==> src/rtl/bcd_result_decoder.sv <==
// bcd_result_decoder: signed 10's-complement BCD result to sign-magnitude plus 3-position 7-segment scan
// Ports:
//   clk, rst              clock (rising edge), asynchronous active-high reset
//   res_valid, res_ready  result handshake (word accepted when both are high)
//   result[8:0]           {sign, tens BCD, ones BCD}, negative values in 10's-complement form
//   mag[7:0], neg, err    converted magnitude {tens,ones}, sign, undisplayable-word flag
//   busy                  conversion in progress
//   seg[6:0]              {g,f,e,d,c,b,a}, active-high
//   digit_sel[2:0]        one-hot position select: [0]=ones, [1]=tens, [2]=sign
module bcd_result_decoder #(
   parameter int SCAN_DIV = 1000,
   parameter int SCAN_W   = 10
) (
   input  logic       clk,
   input  logic       rst,
   input  logic       res_valid,
   output logic       res_ready,
   input  logic [8:0] result,
   output logic [7:0] mag,
   output logic       neg,
   output logic       err,
   output logic       busy,
   output logic [6:0] seg,
   output logic [2:0] digit_sel
);
   typedef enum logic [2:0] {IDLE, CHECK, CONV_LO, CONV_HI, SHOW} state_t;
   state_t state, state_n;
   logic [8:0] res_q, res_n;
   logic [3:0] lo, lo_n, hi, tens, ones;
   logic borrow, borrow_n, sign, bad, show, wrap;
   logic [7:0] mag_n;
   logic neg_n, err_n;
   logic [6:0] seg_n;
   logic [2:0] sel_n;
   logic [SCAN_W-1:0] cnt, cnt_n;

   function automatic logic [6:0] seg7(input logic [3:0] d);
      case (d)
         4'd0: seg7 = 7'h3F;
         4'd1: seg7 = 7'h06;
         4'd2: seg7 = 7'h5B;
         4'd3: seg7 = 7'h4F;
         4'd4: seg7 = 7'h66;
         4'd5: seg7 = 7'h6D;
         4'd6: seg7 = 7'h7D;
         4'd7: seg7 = 7'h07;
         4'd8: seg7 = 7'h7F;
         4'd9: seg7 = 7'h6F;
         default: seg7 = 7'h00;
      endcase
   endfunction

   assign sign = res_q[8];
   assign tens = res_q[7:4];
   assign ones = res_q[3:0];
   assign res_ready = (state == IDLE) || (state == SHOW);
   assign busy = (state == CHECK) || (state == CONV_LO) || (state == CONV_HI);
   // -100 has no 2-digit magnitude, so sign with 00 is rejected along with non-BCD digits
   assign bad = (tens > 4'd9) || (ones > 4'd9) || (sign && tens == 4'd0 && ones == 4'd0);
   assign hi = !sign ? tens : borrow ? 4'd9 - tens : (tens == 4'd0 ? 4'd0 : 4'd10 - tens);

   always_comb begin
      state_n = state;
      res_n = res_q;
      lo_n = lo;
      borrow_n = borrow;
      mag_n = mag;
      neg_n = neg;
      err_n = err;
      case (state)
         IDLE, SHOW: if (res_valid) begin
            res_n = result;
            state_n = CHECK;
         end
         CHECK: if (bad) begin
            err_n = 1'b1;
            mag_n = 8'h00;
            neg_n = 1'b0;
            state_n = SHOW;
         end else begin
            err_n = 1'b0;
            state_n = CONV_LO;
         end
         CONV_LO: begin
            lo_n = !sign ? ones : (ones == 4'd0 ? 4'd0 : 4'd10 - ones);
            borrow_n = sign && ones != 4'd0;
            state_n = CONV_HI;
         end
         CONV_HI: begin
            mag_n = {hi, lo};
            neg_n = sign;
            state_n = SHOW;
         end
         default: state_n = IDLE;
      endcase
   end

   // Display is derived from next-state values so seg and digit_sel stay registered yet consistent
   always_comb begin
      show = state_n == SHOW;
      wrap = cnt == SCAN_W'(SCAN_DIV - 1);
      sel_n = !show ? 3'b000 : state != SHOW ? 3'b001 : wrap ? {digit_sel[1:0], digit_sel[2]} : digit_sel;
      cnt_n = (!show || state != SHOW || wrap) ? '0 : cnt + 1'b1;
      seg_n = sel_n[0] ? (err_n ? 7'h79 : seg7(mag_n[3:0])) :
              sel_n[1] ? ((err_n || mag_n[7:4] == 4'd0) ? 7'h00 : seg7(mag_n[7:4])) :
              sel_n[2] ? (neg_n ? 7'h40 : 7'h00) : 7'h00;
   end

   always_ff @(posedge clk or posedge rst) begin
      if (rst) begin
         state <= IDLE;
         res_q <= '0;
         lo <= '0;
         borrow <= 1'b0;
         mag <= '0;
         neg <= 1'b0;
         err <= 1'b0;
         seg <= '0;
         digit_sel <= '0;
         cnt <= '0;
      end else begin
         state <= state_n;
         res_q <= res_n;
         lo <= lo_n;
         borrow <= borrow_n;
         mag <= mag_n;
         neg <= neg_n;
         err <= err_n;
         seg <= seg_n;
         digit_sel <= sel_n;
         cnt <= cnt_n;
      end
   end
endmodule

==> config.mk <==
export PLATFORM = sky130hd
export DESIGN_NAME = bcd_result_decoder
export DESIGN_NICKNAME = d
export VERILOG_FILES = /design/src/rtl/bcd_result_decoder.sv
export SDC_FILE = /design/constraint.sdc
export NUM_CORES = 1
export LEC_CHECK = 0
export ABC_CLOCK_PERIOD_IN_PS = 3400
export CAP_MARGIN = 5
export CORE_ASPECT_RATIO = 0.8
export CORE_MARGIN = 1.5
export CORE_UTILIZATION = 57
export CTS_BUF_LIST = sky130_fd_sc_hd__clkbuf_8
export CTS_CLUSTER_SIZE = 24
export DETAILED_ROUTE_END_ITERATION = 10
export PLACE_DENSITY = 0.91
export SETUP_SLACK_MARGIN = 0.1
export SYNTH_ARGS = -nofsm -noshare
export SYNTH_HDL_FRONTEND = slang
export SYNTH_SLANG_ARGS = --single-unit
export TNS_END_PERCENT = 1
==> constraint.sdc <==
create_clock -name clk -period 3.4 [get_ports clk]
set_clock_uncertainty 0.2 [all_clocks]
set_input_delay 0.68 -clock clk [delete_from_list [all_inputs] [get_ports clk]]
set_output_delay 0.68 -clock clk [all_outputs]
set_load 0.005 [all_outputs]
== After elaboration in Yosys (flattened, before gate mapping) ==
Memory sizes are Yosys's and may differ from the RTL's.
Index checks and enable logic that the tools add are counted.

* Register bits: 47
* ROM bits: 224
* Bits of input ports: 12
* Output and inout bits: 22
* Logic and storage cells: 68
* Memories: 2

* Add/sub/neg operators: 4
* $lt $le $gt $ge: 2
* Equal/unequal tests: 7
* Muxes and demuxes: 24
* Reductions and logical operators: 19

{| class="wikitable"
|+ Memory list
! name !! words !! bits a word !! read ports !! clocked after memory_dff !! write ports !! RTL line !! text
|-
| (no name shown) || 16 || 7 || 1 || 0 || 0 || 38 || <nowiki>case (d)</nowiki>
|-
| (no name shown) || 16 || 7 || 1 || 0 || 0 || 38 ||
|}

{| class="wikitable"
|+ Operators by type and width
! cell !! count
|-
| $mux W7 || 6
|-
| $mux W4 || 5
|-
| $pmux W8 S2 || 1
|-
| $mux W3 || 5
|-
| $logic_not A4 Y1 || 3
|-
| $pmux W3 S4 || 1
|-
| $sub A4 B4 Y4 const A || 3
|-
| $add A10 B1 Y10 const B || 1
|-
| $eq A10 B10 Y1 const B || 1
|-
| $mux W10 || 1
|-
| $gt A4 B4 Y1 const B || 2
|-
| $logic_or A1 B1 Y1 || 8
|-
| $mux W8 || 1
|-
| $eq A3 B2 Y1 const B || 2
|-
| $eq A3 B3 Y1 const B || 2
|-
| $reduce_bool A4 Y1 || 1
|-
| $eq A3 B1 Y1 const B || 1
|-
| $logic_and A1 B1 Y1 || 3
|-
| $logic_not A3 Y1 || 1
|-
| $mux W1 || 3
|-
| $ne A3 B3 Y1 const B || 1
|-
| $pmux W1 S2 || 1
|-
| $reduce_and A2 Y1 || 1
|-
| $reduce_or A2 Y1 || 1
|-
| $logic_not A1 Y1 || 1
|}

== Longest topological paths before layout ==
Gate-level depths: netlist (run 1).

* Word-level depth: 11
* Gate-level depth with buffers: 13
* Mapped depth without buffers: 12

== Least setup slack after synthesis (run 1) ==
OpenSTA, ideal clock, no wires.

* Kind: register to register
* Start: register res_q[5]
* End: register seg[4]
* Library setup time: 0.119 ns
* Data arrival time: 2.606 ns
* Data required time: 3.081 ns
* Slack: 0.475 ns
* Stages on the path, launching flop included: 13
* Buffers on the path: 1
* Clock period less this slack: 2.925 ns
* Path through: dfrtp_1 inv_1 ha_1 or4bb_1 nor2_4 o21ai_2 buf_6 a22oi_1 inv_1 ha_1 a221o_1 a21oi_1 nor2_1

* Elaborated cells on any way between the ends: 28
* Classes of those cells: add/sub: 2; order compare: 1; eq/ne: 1; mux: 15; reduce/logical: 7; memory: 2

{| class="wikitable"
|+ RTL lines
! item !! RTL line !! text
|-
| from (decl) || 28 || <nowiki>logic [8:0] res_q, res_n;</nowiki>
|-
| from (signal assigned) || 123 || <nowiki>res_q <= res_n;</nowiki>
|-
| branches (longest 3 deep; another with $gt A4 B4 Y1) || -- ||
|-
| $logic_or A1 B1 Y1 * || 59 || <nowiki>assign bad = (tens > 4'd9) || (ones > 4'd9) || (sign && tens == 4'd0 && ones == 4'd0);</nowiki>
|-
| $mux W8 * || 75 || <nowiki>CHECK: if (bad) begin</nowiki>
|-
| $pmux W8 S2 * || 70 || <nowiki>case (state)</nowiki>
|-
| via mag_n[1] || 31 || <nowiki>logic [7:0] mag_n;</nowiki>
|-
| $mem_v2 Z16 W7 * || -- ||
|-
| $mux W7 * (2 in a row) || 104 || <nowiki>seg_n = sel_n[0] ? (err_n ? 7'h79 : seg7(mag_n[3:0])) :</nowiki>
|-
| via seg_n[4] || 33 || <nowiki>logic [6:0] seg_n;</nowiki>
|-
| to (signal assigned) || 129 || <nowiki>seg <= seg_n;</nowiki>
|-
| to (decl) || 23 || <nowiki>output logic [6:0] seg,</nowiki>
|}

Mark *: on every way through the listed nets, which the timed path passes.
A chain may end at the register's enable or synchronous reset.

== Worst setup path after layout (run 1) ==
* Start: register res_q[5]
* End: register seg[3]

Same word-level chain as after synthesis.

==> results of run 1 <==
## power by group through the flow
stage	clock [W]	combinational, W	sequential, W
6_report	0.000361	0.00136	0.000929
4_1_cts	0.000370	0.00131	0.000920
3_5_place_dp	0	0.00130	0.000931
5_1_grt	0.000395	0.00150	0.000950
2_1_floorplan	0	0.000907	0.000875
3_3_place_gp	0	0.00125	0.000923
## metal layers
layer / wire length (um) / global-route usage [%] / vias to the layer above
li1: - / - / 1005
met1: 2650 / 35.2 / 1068
met2: 2840 / 40.9 / 70
met3: 431 / 6.86 / 19
met4: 123 / 8.55 / 0
met5: 0 / 0 / -
## synthesized netlist by cell type (all sizes together) (5+ instances only)
master,n
mux2i,7
o21ai,18
clkbuf,6
mux2,6
ha,16
dfrtp,47
a21oi,7
and2,5
inv,12
nor3,5
a22oi,5
nand2b,7
nor2,28
nand2,23
nand3,6
xor2,6
## registers in the layout, indices dropped and copies added, names as in the netlist
name / flops
mag: 8
neg: 1
state: 3
seg: 7
err: 1
cnt: 10
borrow: 1
res_q: 9
digit_sel: 3
lo: 4
## metrics by stage
stage                     hold WS, ps  cells  area, sq um  power (W)  setup WS (ps)
after floorplan                   246    264         2650    0.00178            475
after global placement            272    348         3030    0.00217            340
after detailed placement          275    348         3030    0.00223            154
after CTS                         294    356         3130    0.00260            111
after global routing              320    359         3170    0.00285           58.6
final                             293    359         3170    0.00265            226
## worst paths after layout
kind,end,depth (start not counted)
max in group asynchronous,mag[2],3
max,seg[3],10
min reg2reg,cnt[0],1
min,cnt[0],1
min in group asynchronous,cnt[6],3
max reg2reg,seg[3],10
## cells in the final DEF (no fill, tap or decap), drive strengths merged, types with 4 or more instances in the layout
| cell | count |
|---|---|
| mux2i | 7 |
| clkbuf | 7 |
| o21ai | 18 |
| nand2 | 23 |
| a31oi | 4 |
| nand2b | 7 |
| xnor2 | 4 |
| mux2 | 6 |
| dfrtp | 47 |
| a21oi | 7 |
| a22oi | 5 |
| and2 | 5 |
| ha | 16 |
| nor2 | 28 |
| nor3 | 5 |
| inv | 13 |
| and3 | 4 |
| clkdlybuf4s50 | 33 |
| buf | 6 |
| nand3 | 6 |
| o2bb2ai | 4 |
| xor2 | 6 |
## kinds of logic (layout without fill, tap and decap cells)
logic type	count (synthesis)	count (layout)	share of synthesized area, %
multiplexers	13	13	5.20
AND/OR/NAND/NOR	97	97	19.1
XOR/XNOR	10	10	3.31
flip-flops	47	47	44.4
buffers and inverters	21	59	3.45
AO/OA/AOI/OAI	60	60	17.0
adder cells (fa/ha/maj)	16	16	7.56
## area by class of cell
type | instances | area, sq um | share of cell area (%)
clock buffer | 7 | 96.3 | 3.04
clock inverter | 1 | 3.75 | 0.118
inverter | 12 | 47.5 | 1.50
multi-input combinational | 196 | 1400 | 44.2
sequential | 47 | 1180 | 37.1
tap | 57 | 71.3 | 2.25
timing repair buffer | 39 | 375 | 11.8
## timing repair
action	CTS	global route
resized for setup	0	5
endpoints found under the setup margin	0	7
buffers inserted	0	3
==> metrics.txt, run 1 <==
mean number of vias per cell=~6.0; Hold Buf Count CTS=0; detailed-route via count=2162; Post-synth EDFFs=0; Total Routed Length=roughly 6000 um; Initial Utilization=roughly 61%; slew of the pin with the lowest slew margin=~770 ps; net switching power of the design=~0.0011 W; Worst Path Max Fanout=11; Worst Min Path Start=cnt[0]; total count of hold-check failures in the final report=0; longest individual stage delay on the worst path=560 ps; share of the synthesized area in the top cell type=between 40% and 50%; Bufs on Longest Clock Path=2; clock buffers created by TritonCTS=5; remaining number of nets flagged by the antenna check after routing=0; average routed wire per standard cell=roughly 17 um; achievable clock frequency=between 300 and 400 MHz; critical path buffer and inverter count=1; Placer Congestion=0.920; startpoint of the worst register-to-register path=res_q[5]; cell repeated most along the worst path=ha_1; summed instance area of the synthesized netlist=about 2600 sq um; clock latency on the worst-skew pair=roughly 300 ps; result of the run=finished, final reports clean; PortBufs=33; number of optimization iterations in the first detailed-route pass=4; async set-or-reset flop fraction in the synthesized netlist=between 90% and 100%; Total Routing Usage GR=26.1%; kind of end point of the critical path=flop; initial antenna violation count=0; Slew Limit Fails=0; type of the setup path with the least slack=flop to flop; Worst Setup SP=res_q[5]; clock root buffer=clkbuf_8; RSZ-0062 raised after global routing=no; required time of the critical path=around 3400 ps; number of DRC violations after detailed routing=0; endpoints failing setup=0; clock network fraction of total power=a little over an eighth; total internal power=between 0.0015 and 0.002 W; min Tclk post-route=3170 ps; worst min-delay path category=flop to flop; Avg Cell Area, Syn=10.0 sq um; total of flip-flops plus latches after synthesis=47; clk slew on worst S/H paths=about 80 ps; Power Dens Cells=836 nW/um^2; Die Area=~5000 sq um; area inside the core boundary=between 4000 and 5000 sq um; vias in the first global route=around 2100; endpoint arrival time on the critical path=about 3200 ps; synthesis-to-layout area growth=19.8%; total number of nets in the final design=329; n_diodes=0; post-route setup TNS=0 ps; register-to-register setup slack=between 200 and 250 ps; number of cells produced by synthesis=between 200 and 300; worst supply voltage drop on vdd=between 600 and 700 uV; GR Overflow Total=0; net count after synthesis=roughly 300; Static Leak=1.41 nW; Comb pwr share=about half; horizontal die dimension=79.2 um; HPWL after detailed placement=between 4000 and 5000 um; warning count from the yosys run=0; most used flip-flop cell after synthesis=dfrtp_1; count of fill cells added during filler insertion=roughly 310; kind of cell adding the most delay to the critical path=compound AO/OA/AOI/OAI gates; number of standard-cell rows in the floorplan=21; number of levels the H-tree was split into=2; Util after Layout=73.7%; count of maximum capacitance violations=0; proportion of layout cells with a drive suffix above 1=about an eighth; crit share post-route=between 90% and 100%; floorplan die height=approximately 64 um; first-pass GRT wire length=just over 10000 um; largest net degree at the start of global routing=48; clock sinks=47; share of the yosys chip area belonging to registers=~44%; Cell Chain, Critical Path=inv_1 > ha_1 > or4bb_4 > nor2_4 > o21ai_4 > a22o_1 > ha_1 > and2_1 > o31ai_1 > o2bb2ai_1; post-synthesis cell type with the largest combined area=dfrtp_1; max_slew headroom=48.5%; nature of the critical path startpoint=flop; net switching fraction of the power=41.5%; Boundary Pins=34; CTS tree=yes; Slowest-stage cell, CP=or4bb_4; distinct cell type count after synthesis=56; number of DRC violations after detailed-routing iteration 0=~130; portion of total power attributed to sequential cells=35.0%; leading cell types by total area after synthesis=dfrtp_1 (44%), ha_1 (7.6%), nor2_1 (3.8%)
(Power assumes the default switching activity.)
==> run 2, diff against run 1 <==
- CORE_UTILIZATION: 57 -> 50
- PLACE_DENSITY: 0.91 -> 0.82
==> metrics.txt, run 2 (same netlist as run 1, synthesis figures left out) <==
result of the run=finished, final reports clean; endpoints failing setup=0; detailed-route via count=roughly 2100; required time of the critical path=3380 ps; horizontal die dimension=~84 um; synthesis-to-layout area growth=17.9%; Worst Path Max Fanout=11; Largest register FFs=10; CTS tree=yes; RSZ-0062 raised after global routing=no; crit share post-route=roughly 91%; clock buffers created by TritonCTS=5; clock root buffer=clkbuf_8; Power Dens Cells=819 nW/um^2; Util after Layout=61.7%; total count of hold-check failures in the final report=0; kind of cell adding the most delay to the critical path=compound AO/OA/AOI/OAI gates; total power=approximately 0.0026 W; clock sinks=47; type of the setup path with the least slack=flop to flop; min Tclk post-route=around 3100 ps; post-route setup TNS=0 ps; total of cells resized after clock tree synthesis=0; first-pass GRT wire length=between 9000 and 10000 um; most frequent cells in the layout=dfrtp_1 (47), clkdlybuf4s50_1 (33), nor2_1 (27); area inside the core boundary=5060 sq um; Comb pwr share=51.5%; GR Overflow Total=0; PortBufs=33; Cell Chain, Critical Path=inv_1 > ha_1 > or4bb_1 > nor2_4 > o21ai_4 > a21o_1 > inv_1 > ha_2 > a21oi_1 > o21ai_2 > o22ai_1; net switching fraction of the power=41.9%; endpoint arrival time on the critical path=between 3000 and 4000 ps; largest registers=cnt: 10 flops, res_q: 9 flops, mag: 8 flops; mean number of vias per cell=a little under 6; cell repeated most along the worst path=inv_1; Total Routing Usage GR=roughly 21%; net switching power of the design=~0.0011 W; number of DRC violations after detailed routing=0; Slowest-stage cell, CP=or4bb_1; n_diodes=0; post-route design area=between 3000 and 4000 sq um; number of standard-cell rows in the floorplan=23; Hold Buf Count CTS=0; total number of nets in the final design=~330; Die Area=between 5000 and 6000 sq um; number of DRC violations after detailed-routing iteration 0=roughly 160; initial antenna violation count=0; critical path buffer and inverter count=2; final hold slack=289 ps; number of levels the H-tree was split into=2; average routed wire per standard cell=16.0 um; remaining number of nets flagged by the antenna check after routing=0; clock latency on the worst-skew pair=about 300 ps; placed cell areas=around 3000 sq um; clk slew on worst S/H paths=approximately 80 ps; achievable clock frequency=between 300 and 400 MHz; proportion of layout cells with a drive suffix above 1=roughly 11%; Worst Min Path Start=lo[0]; largest register by flop count=cnt; slew of the pin with the lowest slew margin=734 ps; HPWL after detailed placement=4230 um; nature of the critical path startpoint=flop; worst min-delay path category=flop to flop; Initial Utilization=~52%; kind of end point of the critical path=flop; Total Routed Length=between 5000 and 6000 um; startpoint of the worst register-to-register path=res_q[5]; count of maximum capacitance violations=0; Static Leak=around 1.4 nW; number of optimization iterations in the first detailed-route pass=4; worst supply voltage drop on vdd=roughly 520 uV; largest net degree at the start of global routing=between 40 and 50; clock network fraction of total power=approximately an eighth; floorplan die height=a little under 70 um; Placer Congestion=approximately 0.91; Worst Setup SP=res_q[5]; Bufs on Longest Clock Path=2; max_slew headroom=about half; portion of total power attributed to sequential cells=approximately 37%; total internal power=0.00148 W; most common cell after layout, fill and taps aside=dfrtp_1; Slew Limit Fails=0; vias in the first global route=approximately 1900; Boundary Pins=34; postcts setup bufs=0; longest individual stage delay on the worst path=550 ps
run 2: final timing paths:
path	to	slack, ps	cells after the start
min in group asynchronous	cnt[7]	640	3
hold reg to reg	lo[0]	290	2
setup / recovery	seg[2]	320	11
hold / removal	lo[0]	290	2
max in group asynchronous	seg[5]	1950	3
setup reg to reg	seg[2]	320	11
run 2: layer usage:
metal	up-vias	global-route usage, %	wire length, um
met5	-	0	0
met4	0	7.46	76
met3	10	3.98	355
met2	71	32.3	2540
met1	1030	31.5	2780
li1	998	-	-
run 2: worst register-to-register path, cell delays in order, from the launching register on:
cell	delay, ps
dfrtp_1	440
inv_1	130
ha_1	170
or4bb_1	550
nor2_4	170
o21ai_4	160
a21o_1	280
inv_1	150
ha_2	250
a21oi_1	90
o21ai_2	250
o22ai_1	130
run 2: stage by stage:
stage,worst slack (ps),std cells
5_1_grt,102,359
6_report,322,359
4_1_cts,178,359
2_1_floorplan,475,264
3_5_place_dp,217,353
3_3_place_gp,335,353
run 2: power by group through the flow:
stage | combinational (W) | sequential [W] | clock, W
floorplan | 0.000907 | 0.000875 | 0
global placement | 0.00125 | 0.000925 | 0
detailed placement | 0.00129 | 0.000932 | 0
CTS | 0.00129 | 0.000925 | 0.000309
global route | 0.00147 | 0.000957 | 0.000331
finish | 0.00132 | 0.000933 | 0.000307
run 2: cell type report:
| type | instances | area [sq um] |
|---|---|---|
| multi-input cells | 196 | 1400 |
| repair buffers | 36 | 353 |
| flip-flops and latches | 47 | 1180 |
| inverters | 12 | 47.5 |
| clock buffers | 5 | 68.8 |
| well taps | 62 | 77.6 |
| clock inverters | 1 | 3.75 |
| fillers | 400 | 1940 |
==> run 3, diff against run 2 <==
- CELL_PAD_IN_SITES_DETAIL_PLACEMENT: unset -> 1
- CELL_PAD_IN_SITES_GLOBAL_PLACEMENT: unset -> 2
- CORE_UTILIZATION: 50 -> 36
- PLACE_DENSITY: 0.82 -> 0.9
==> metrics.txt, run 3 (same netlist as run 1, synthesis figures left out) <==
result of the run=finished, violations left; violated checks=design-rule violations; total count of hold-check failures in the final report=0; most frequent cells in the layout=dfrtp_1 (47), clkdlybuf4s50_1 (33), nor2_1 (27); PortBufs=33; kind of end point of the critical path=flop; Power Dens Cells=827 nW/um^2; clk slew on worst S/H paths=roughly 80 ps; detailed-route via count=between 2000 and 2500; number of DRC violations after detailed-routing iteration 0=71; postcts setup bufs=0; Die Area=between 7000 and 8000 sq um; number of levels the H-tree was split into=2; post-route setup TNS=0 ps; Post-Layout Cell Count=386; Placer Congestion=between 0.7 and 0.8; first-pass GRT wire length=11200 um; Boundary Pins=34; floorplan die height=between 70 and 80 um; most common cell after layout, fill and taps aside=dfrtp_1; number of cells in the design after placement=380; Slew Limit Fails=0; required time of the critical path=3380 ps; crit share post-route=just over 90%; average routed wire per standard cell=17.1 um; Static Leak=between 1 and 1.5 nW; vias in the first global route=roughly 2100; initial antenna violation count=0; Worst Path Max Fanout=8; clock sinks=47; CTS tree=yes; area inside the core boundary=6990 sq um; clock buffers created by TritonCTS=5; clock latency on the worst-skew pair=300 ps; largest registers=cnt: 10 flops, res_q: 9 flops, mag: 8 flops; horizontal die dimension=98.9 um; endpoints failing setup=0; Total Routed Length=about 6600 um; number of DRC violations after detailed routing=2; worst supply voltage drop on vdd=~370 uV; mean number of vias per cell=roughly 5.4; Hold Buf Count CTS=0; number of standard-cell rows in the floorplan=27; largest register by flop count=cnt; synthesis-to-layout area growth=19.7%; type of the setup path with the least slack=flop to flop; placed cell areas=3080 sq um; Initial Utilization=between 30% and 40%; Util after Layout=~45%; max_slew headroom=between 50 and 60%; Bufs on Longest Clock Path=2; slew of the pin with the lowest slew margin=around 730 ps; GR Overflow Total=0; Largest register FFs=10; nature of the critical path startpoint=flop; number of optimization iterations in the first detailed-route pass=7; total number of nets in the final design=about 330; remaining number of nets flagged by the antenna check after routing=0; total of cells resized after clock tree synthesis=0; HPWL after detailed placement=around 5000 um; n_diodes=0; endpoint arrival time on the critical path=3060 ps; proportion of layout cells with a drive suffix above 1=roughly 11%; largest net degree at the start of global routing=between 40 and 50; post-route design area=about 3200 sq um; clock root buffer=clkbuf_8; achievable clock frequency=between 300 and 400 MHz; RSZ-0062 raised after global routing=no; min Tclk post-route=about 3100 ps; worst min-delay path category=flop to flop; Total Routing Usage GR=between 15 and 20%; count of maximum capacitance violations=0
## run 3: critical path, cell delays in order, from the launching register on
cell,delay (ps)
dfrtp_1,430
inv_1,130
ha_1,170
or4bb_1,560
nor2_4,180
o21ai_4,150
a21o_1,270
inv_1,170
ha_2,260
a21oi_1,90
o21ai_2,250
o22ai_1,120
## run 3: worst paths after layout
| kind | from | end | slack (ps) | cells past startpoint |
|---|---|---|---|---|
| setup / recovery | res_q[4] | seg[2] | 310 | 11 |
| hold / removal | cnt[0] | cnt[0] | 290 | 1 |
| setup reg to reg | res_q[4] | seg[2] | 310 | 11 |
| hold reg to reg | cnt[0] | cnt[0] | 290 | 1 |
| max in group asynchronous | rst | seg[0] | 1930 | 3 |
| min in group asynchronous | rst | res_q[8] | 670 | 3 |
## run 3: layout make-up
class	count	area, sq um
Clock buffer	5	68.8
Clock inverter	1	3.75
Fill cell	800	3820
Inverter	12	47.5
Multi-Input combinational cell	196	1400
Sequential cell	47	1180
Tap cell	87	109
Timing Repair Buffer	38	368
## run 3: report_power, final
part	switching (W)	leakage (nW)	internal, W
registers	0.000192	0.613	0.000736
clock network	0.000179	0.0413	0.000135
logic	0.000748	0.728	0.000632
total	0.00112	1.38	0.00150
## run 3: layer usage
metal	wire [um]	track usage [%]	vias up
met3	183	3.06	10
met2	2960	28.2	34
met1	3360	26.0	1031
li1	-	-	997
met5	0	0	-
met4	87	4.86	0
## run 3: stage by stage
stage	setup WS, ps	total power [W]	hold WS (ps)
CTS	187	0.00262	295
detailed placement	197	0.00229	282
global route	95.3	0.00283	313
floorplan	475	0.00178	246
global placement	365	0.00225	276
finish	315	0.00262	293
